==> config.mk <==
export PLATFORM = sky130hd
export DESIGN_NAME = barrel_normalize_32_flat
export DESIGN_NICKNAME = d
export VERILOG_FILES = /design/src/rtl/barrel_normalize_32_if.sv /design/src/rtl/barrel_normalize_32.sv /design/src/flat_wrapper.sv
export SDC_FILE = /design/constraint.sdc
export NUM_CORES = 1
export LEC_CHECK = 0
export CORE_MARGIN = 10
export CORE_UTILIZATION = 63
export CTS_CLUSTER_SIZE = 25
export DETAILED_ROUTE_END_ITERATION = 7
export PLACE_DENSITY = 0.95
export RECOVER_POWER = 25
export SLEW_MARGIN = 0
export SYNTH_ARGS = -nofsm -noshare
export SYNTH_HDL_FRONTEND = slang
export SYNTH_SLANG_ARGS = --single-unit
==> constraint.sdc <==
create_clock -name clk -period 4.15 [get_ports clk]
set_input_delay 0.83 -clock clk [delete_from_list [all_inputs] [get_ports clk]]
set_output_delay 0.83 -clock clk [all_outputs]
set_load 0.02 [all_outputs]
==> src/rtl/barrel_normalize_32_if.sv <==
// Handshake bundle for the 32-bit normalizer: input word channel and
// result channel, each with its own valid/ready pair.
interface barrel_normalize_32_if #(
    parameter int WIDTH = 32,
    parameter int CNT_W = 6
) ();
    // Input channel
    logic             in_valid;
    logic             in_ready;
    logic             in_mode;
    logic [WIDTH-1:0] in_data;

    // Result channel
    logic             out_valid;
    logic             out_ready;
    logic [WIDTH-1:0] out_data;
    logic [CNT_W-1:0] out_count;
    logic             out_zero;
    logic             out_mode;

    // Normalizer side: consumes words, produces results
    modport slave (
        input  in_valid,
        input  in_mode,
        input  in_data,
        output in_ready,
        output out_valid,
        output out_data,
        output out_count,
        output out_zero,
        output out_mode,
        input  out_ready
    );

    // Producer/consumer side surrounding the normalizer
    modport master (
        output in_valid,
        output in_mode,
        output in_data,
        input  in_ready,
        input  out_valid,
        input  out_data,
        input  out_count,
        input  out_zero,
        input  out_mode,
        output out_ready
    );
endinterface

==> src/rtl/barrel_normalize_32.sv <==
// Two-stage pipelined normalizer. Stage 1 counts leading zeros (mode 0) or
// trailing zeros (mode 1); stage 2 shifts the word by that count so that
// bit WIDTH-1 (mode 0) or bit 0 (mode 1) ends up set. An all-zero word
// reports a count of WIDTH and a zero result.
module barrel_normalize_32 #(
    parameter int WIDTH = 32,
    parameter int CNT_W = 6
) (
    input  logic                  clk,
    input  logic                  rst_n,
    barrel_normalize_32_if.slave  bus
);

    // Reject unsupported widths at elaboration time
    generate
        if ((WIDTH < 8) || (WIDTH > 64) || ((WIDTH & (WIDTH - 1)) != 0)
            || (CNT_W != $clog2(WIDTH) + 1)) begin : g_bad_param
            $error("barrel_normalize_32: WIDTH must be a power of two in 8..64 and CNT_W = log2(WIDTH)+1");
        end
    endgenerate

    localparam logic [CNT_W-1:0] CNT_ALL_ZERO = CNT_W'(WIDTH);

    // Stage 1 state
    logic             s1_valid_reg;
    logic [WIDTH-1:0] s1_data_reg;
    logic             s1_mode_reg;
    logic [CNT_W-1:0] s1_cnt_reg;

    // Stage 2 state (drives the result channel directly)
    logic             s2_valid_reg;
    logic [WIDTH-1:0] out_data_reg;
    logic [CNT_W-1:0] out_count_reg;
    logic             out_zero_reg;
    logic             out_mode_reg;

    // Flow control
    logic s2_advance;
    logic s1_advance;
    logic in_ready_int;
    logic in_fire;

    assign s2_advance   = !s2_valid_reg || bus.out_ready;
    assign s1_advance   = s1_valid_reg && s2_advance;
    assign in_ready_int = !s1_valid_reg || s1_advance;
    assign in_fire      = bus.in_valid && in_ready_int;

    // Leading-zero count is the trailing-zero count of the bit-reversed
    // word, so both modes share one scanner.
    logic [WIDTH-1:0] data_rev;
    logic [WIDTH-1:0] scan_data;
    logic [CNT_W-1:0] cnt_next;

    generate
        for (genvar gi = 0; gi < WIDTH; gi++) begin : g_rev
            assign data_rev[gi] = bus.in_data[WIDTH-1-gi];
        end
    endgenerate

    assign scan_data = bus.in_mode ? bus.in_data : data_rev;

    // Index of the lowest set bit of scan_data, WIDTH when none is set
    always_comb begin
        cnt_next = CNT_ALL_ZERO;
        for (int i = WIDTH - 1; i >= 0; i--) begin
            if (scan_data[i]) begin
                cnt_next = CNT_W'(i);
            end
        end
    end

    // Stage 2 shift; a count of WIDTH forces an explicit zero result
    logic [WIDTH-1:0] shift_next;

    always_comb begin
        shift_next = '0;
        if (s1_cnt_reg != CNT_ALL_ZERO) begin
            if (s1_mode_reg) begin
                shift_next = s1_data_reg >> s1_cnt_reg;
            end else begin
                shift_next = s1_data_reg << s1_cnt_reg;
            end
        end
    end

    // Stage 1 occupancy: filled by an input transfer, emptied when it moves on
    always_ff @(posedge clk) begin
        if (!rst_n) begin
            s1_valid_reg <= 1'b0;
        end else if (in_fire) begin
            s1_valid_reg <= 1'b1;
        end else if (s1_advance) begin
            s1_valid_reg <= 1'b0;
        end
    end

    // Stage 1 payload; only meaningful while s1_valid_reg is set, so no reset
    always_ff @(posedge clk) begin
        if (in_fire) begin
            s1_data_reg <= bus.in_data;
            s1_mode_reg <= bus.in_mode;
            s1_cnt_reg  <= cnt_next;
        end
    end

    // Stage 2: reload from stage 1 when it can advance, else drain on output transfer
    always_ff @(posedge clk) begin
        if (!rst_n) begin
            s2_valid_reg  <= 1'b0;
            out_data_reg  <= '0;
            out_count_reg <= '0;
            out_zero_reg  <= 1'b0;
            out_mode_reg  <= 1'b0;
        end else if (s1_advance) begin
            s2_valid_reg  <= 1'b1;
            out_data_reg  <= shift_next;
            out_count_reg <= s1_cnt_reg;
            out_zero_reg  <= (s1_cnt_reg == CNT_ALL_ZERO);
            out_mode_reg  <= s1_mode_reg;
        end else if (bus.out_ready) begin
            s2_valid_reg  <= 1'b0;
        end
    end

    assign bus.in_ready  = in_ready_int;
    assign bus.out_valid = s2_valid_reg;
    assign bus.out_data  = out_data_reg;
    assign bus.out_count = out_count_reg;
    assign bus.out_zero  = out_zero_reg;
    assign bus.out_mode  = out_mode_reg;

endmodule

==> src/flat_wrapper.sv <==
// flat-port wrapper written by rule: the top's interface ports become plain ports
module barrel_normalize_32_flat 
#(
    parameter int WIDTH = 32,
    parameter int CNT_W = 6
)
  (clk, rst_n, bus_in_valid, bus_in_mode, bus_in_data, bus_in_ready, bus_out_valid, bus_out_data, bus_out_count, bus_out_zero, bus_out_mode, bus_out_ready);
  barrel_normalize_32_if #(.WIDTH(WIDTH), .CNT_W(CNT_W)) bus_i ();
  input  logic clk;
  input  logic rst_n;
  input wire logic [$bits(bus_i.in_valid)-1:0] bus_in_valid;
  input wire logic [$bits(bus_i.in_mode)-1:0] bus_in_mode;
  input wire logic [$bits(bus_i.in_data)-1:0] bus_in_data;
  output wire logic [$bits(bus_i.in_ready)-1:0] bus_in_ready;
  output wire logic [$bits(bus_i.out_valid)-1:0] bus_out_valid;
  output wire logic [$bits(bus_i.out_data)-1:0] bus_out_data;
  output wire logic [$bits(bus_i.out_count)-1:0] bus_out_count;
  output wire logic [$bits(bus_i.out_zero)-1:0] bus_out_zero;
  output wire logic [$bits(bus_i.out_mode)-1:0] bus_out_mode;
  input wire logic [$bits(bus_i.out_ready)-1:0] bus_out_ready;
  assign bus_i.in_valid = bus_in_valid;
  assign bus_i.in_mode = bus_in_mode;
  assign bus_i.in_data = bus_in_data;
  assign bus_in_ready = bus_i.in_ready;
  assign bus_out_valid = bus_i.out_valid;
  assign bus_out_data = bus_i.out_data;
  assign bus_out_count = bus_i.out_count;
  assign bus_out_zero = bus_i.out_zero;
  assign bus_out_mode = bus_i.out_mode;
  assign bus_i.out_ready = bus_out_ready;
  barrel_normalize_32 #(.WIDTH(WIDTH), .CNT_W(CNT_W)) u_core (.clk(clk), .rst_n(rst_n), .bus(bus_i));
endmodule
# == After elaboration in Yosys (flattened, before gate mapping) ==
# Cells that the tools add are included.
# op_classes
eq_ne,2
n_shift,2
muxes,38
n_reduce_logical,13
# ops
operator,n
32-bit 2-to-1 mux,3
5-bit 2-to-1 mux,15
4-bit 2-to-1 mux,8
32-bit by 6-bit left shift with 32-bit output,1
32-bit by 6-bit right shift with 32-bit output,1
31-bit OR reduction,1
16-bit OR reduction,1
3-bit 2-to-1 mux,4
8-bit OR reduction,1
6-bit == test (second input constant),1
6-bit 2-to-1 mux,1
6-bit inequality test (second input constant),1
1-bit 2-to-1 mux,5
2-bit 2-to-1 mux,2
2-bit nonzero test,2
4-bit OR reduction,1
1-bit logical AND,2
1-bit zero test,2
1-bit logical OR,2
2-bit OR reduction,1
# word_totals
ff_bits,81
input_bits,37
out_inout_bits,42
elab_cells,69

# == Depth between registers and ports, before layout ==
# depth
word_depth,32
mapped_depth,10

# == Worst setup path before layout ==
# No wires, ideal clock.
# synth_timing
path_type,in2reg
startpoint,input port bus_out_ready
endpoint,"register u_core.s1_cnt_reg[0], enable pin"
setup_ns,0.400
arrival_ns,2.237
t_required_ns,3.750
path_slack_ns,1.513
path_stages,4
n_path_buf,1
path_cell_list,nor2b_1 > clkbuf_1 > nand2_1 > and2_1
# synth_via
elab_chain_cells,4
# synth_rtl
item,line_no,text
start: declaration,flat_wrapper.sv:20,input wire logic [$bits(bus_i.out_ready)-1:0] bus_out_ready;
1-bit logical OR,barrel_normalize_32.sv:43,assign s2_advance = !s2_valid_reg || bus.out_ready;
1-bit logical AND,barrel_normalize_32.sv:44,assign s1_advance = s1_valid_reg && s2_advance;
1-bit logical OR,barrel_normalize_32.sv:45,assign in_ready_int = !s1_valid_reg || s1_advance;
via bus_in_ready,flat_wrapper.sv:14,output wire logic [$bits(bus_i.in_ready)-1:0] bus_in_ready;
1-bit logical AND,barrel_normalize_32.sv:46,assign in_fire = bus.in_valid && in_ready_int;
via u_core.in_fire,barrel_normalize_32.sv:41,logic in_fire;
end signal: assignment,barrel_normalize_32.sv:102,s1_cnt_reg <= cnt_next;
end: declaration,barrel_normalize_32.sv:28,logic [CNT_W-1:0] s1_cnt_reg;
# The timed path passes the listed nets, and every way through them passes these cells.
# A chain may end at the register's enable or synchronous reset.

# == Worst setup path in the final report ==
# layout_timing
startpoint,register u_core.s1_cnt_reg[1]
endpoint,register u_core.out_data_reg[6] (netlist: u_core.bus.out_data[6])
# layout_via
elab_chain_cells,3
elab_cells_between_ends,5
# layout_rtl
item,line_no,text
32-bit by 6-bit left shift with 32-bit output / 32-bit by 6-bit right shift with 32-bit output (equally long branches),"barrel_normalize_32.sv:81, barrel_normalize_32.sv:79",
32-bit 2-to-1 mux,barrel_normalize_32.sv:78,if (s1_mode_reg) begin
32-bit 2-to-1 mux *,barrel_normalize_32.sv:77,if (s1_cnt_reg != CNT_ALL_ZERO) begin
end signal: assignment,barrel_normalize_32.sv:116,out_data_reg <= shift_next;
end: declaration,barrel_normalize_32.sv:32,logic [WIDTH-1:0] out_data_reg;
# Mark *: on every way between the ends. The rest lies on a longest branch, timed or not.

==> results.py <==
metrics = {
    "clocking": {
        "cts_tree": "yes",
        "cts_max_path_buffers": 2,
        "ctsHoldBuffers": 0,
        "clk_latency_ns": 0.36,
        "cts.reportedPaths.clkPinSlew_ns": 0.06,
        "cts_setup_buffers": 0,
        "clock_sinks": 81,
        "cts_root_buf": "clkbuf_16",
        "h-tree-depth": 3,
        "cts_buffers": 9,
        "cts_resized": 0,
    },
    "outcome": {
        "status": "complete, no violations",
    },
    "timing": {
        "fmax_mhz": 295.3,
        "maxSlewViolCount": 0,
        "fin_crit_sh": 0.8161,
        "rsz0062_at_grt": "false",
        "fin_crit_ns": 3.387,
        "tightestPinTransition_ns": 1.310,
        "hold_ws_ns": 0.4576,
        "clock_skew_ns": 0.01199,
        "finalSetupViolCount": 0,
        "hold_viol": 0,
        "setup_ws_ns": 0.7632,
        "setup_tns_ns": 0,
        "slew_headroom": 0.1265,
    },
    "floorplan": {
        "fp.coreArea_mm2": 0.01156,
        "io_pins": 79,
        "fp.dieH_um": 129.2,
        "dieArea_mm2": 0.01668,
        "die_w_um": 129.2,
        "fp-row-count": 39,
        "start_util": 0.6491,
    },
    "power": {
        "powerDensity_mw_per_mm2": 311.1,
        "ir_drop_uv": 245.9,
        "total_power_mw": 2.680,
        "p_leak_nw": 3.127,
    },
    "global_routing": {
        "antenna_found_initial": 0,
        "grt_overflow": 0,
        "grt_pass1_vias": 7663,
        "grt_util_all_layers": 0.3524,
        "grt_first_pass_wirelength_mm": 45.57,
        "grt_max_degree": 84,
    },
    "worst_setup_path": {
        "endpoint_kind": "flip-flop",
        "required_ns": 4.37,
        "worst-setup-path-type": "flip-flop to flip-flop",
        "cpMaxStageDelayCell": "edfxtp_1",
        "path_cells": "buf_12, mux2i_1, nor2_1, a21oi_1, nor3_1, a2111oi_0, o21ai_0",
        "cp_max_fo": 26,
        "cp.arrival_ns": 3.61,
        "start_kind": "flip-flop",
        "cp_slowest_stage_delay_ns": 1.22,
    },
    "yosys": {
        "synth_seq_cells": 81,
        "avgSynthCellArea_um2": 8.512,
        "ys.flop_type": "dfxtp_1",
        "ys_seq_area_frac": 0.2680,
        "synth.area.top_cells": "edfxtp_1 16%, dfxtp_1 11%, mux2i_1 10%, mux4_2 9.3%, nand2_1 5.2%",
        "synth_cell_types": 66,
        "synth.most_common_cell": "nand2_1",
        "yosys_warnings": 0,
        "yosysTopAreaCell": "edfxtp_1",
        "synth_edf_count": 39,
        "synth_area_mm2": 0.007507,
        "syn_nets": 919,
        "syn_inst": 882,
        "synth_common_cells": "103 x nand2_1, 86 x nor2_1, 76 x mux2i_1",
        "yosys.area.top_type_share": 0.1560,
        "synthArstFlopShare": 0,
    },
    "finish": {
        "fin_nets": 961,
        "finalCoreUtilization": 0.7449,
        "drive_gt1_frac": 0.1216,
        "final_cells": 1072,
        "area_growth_pct": 14.75,
        "final_cell_area_mm2": 0.008615,
        "antenna_cells": 0,
    },
    "drt": {
        "ant_nets": 0,
        "vias": 8185,
        "drc": 0,
        "dr.pass1.iters": 6,
        "first_iter_violations": 1949,
        "drt-total-wl_mm": 29.66,
        "vias_per_cell": 7.635,
        "routedWlPerCell_um": 27.67,
    },
    "placement": {
        "place_inst": 1056,
        "place_congestion": 1.104,
        "pre_cts_slack_ns": 0.8837,
        "port_buffers": 78,
        "placed_area_mm2": 0.008299,
        "detailed_place_hpwl_mm": 22.04,
    },
    "run": {
        "drv_cap": 0,
    },
    "hold_path": {
        "min_path_type": "flip-flop to flip-flop",
    },
}
==> power by group <==
| group | total (mW) | switching [mW] | internal (mW) |
|---|---|---|---|
| sequential | 0.947 | 0.0659 | 0.881 |
| clock | 0.857 | 0.338 | 0.519 |
| combinational | 0.877 | 0.540 | 0.336 |
==> per-layer routing <==
layer  global-route usage  up-vias  share of wire  wire [µm]
met1               0.4571     3818           0.36      10790
met5                    0        -              0          0
li1                     -     3477              -          -
met4               0.1893        0          0.057       1701
met2               0.5015      755           0.42      12450
met3               0.1281      135           0.16       4717
==> worst paths after layout <==
kind,cells past startpoint,endpoint,slack [ns],startpoint
setup / recovery,7,u_core.bus.out_data[6],0.76,u_core.s1_cnt_reg[1]
hold / removal,2,u_core.bus.out_zero,0.46,u_core.bus.out_zero
setup reg to reg,7,u_core.bus.out_data[6],0.76,u_core.s1_cnt_reg[1]
hold reg to reg,2,u_core.bus.out_zero,0.46,u_core.bus.out_zero
==> layout make-up <==
cell class	instances	area [µm²]
fill	888	2950
tap	143	178.9
inverter	16	60.06
clock buffer	12	267.8
clock inverter	4	47.55
multi-input combinational	714	5067
sequential	81	2012
timing repair buffer	102	980.9
==> layout by cell type (no fill, tap or decap), types with 6 or more instances in the layout <==
cell type and instances:
a2111oi_0 9, a211oi_1 15, a21boi_0 10, a21oi_1 61, a221oi_1 8, a22o_1 6
a31oi_1 10, and2_1 8, buf_4 22, clkbuf_16 10, clkdlybuf4s50_1 39, dfxtp_1 42
dlygate4sd3_1 38, edfxtp_1 39, inv_1 14, mux2_2 32, mux2i_1 76, mux4_2 31
nand2_1 103, nand2b_1 14, nand3_1 15, nor2_1 86, nor2b_1 17, nor3_1 35
nor3b_1 6, nor4_1 7, o2111ai_1 10, o211ai_1 13, o21ai_0 47, o22ai_1 8
or3_1 8
==> logic make-up after synthesis <==
| kind of cell | Yosys count | share of synthesized area |
|---|---|---|
| AND/OR/NAND/NOR | 312 | 0.1912 |
| buffers and inverters | 87 | 0.05700 |
| flip-flops | 81 | 0.2680 |
| multiplexers | 140 | 0.2443 |
| AO/OA/AOI/OAI | 262 | 0.2395 |
==> critical path: cells and delay by family (launching register included) <==
kind	cells	cell delay, ns
buffers and inverters	1	0.26
DFF	1	1.22
muxes	1	0.32
and+or+nand+nor	2	0.18
AOI/OAI and AO/OA	3	1.26
No activity file was read; power rests on OpenSTA's default activity.
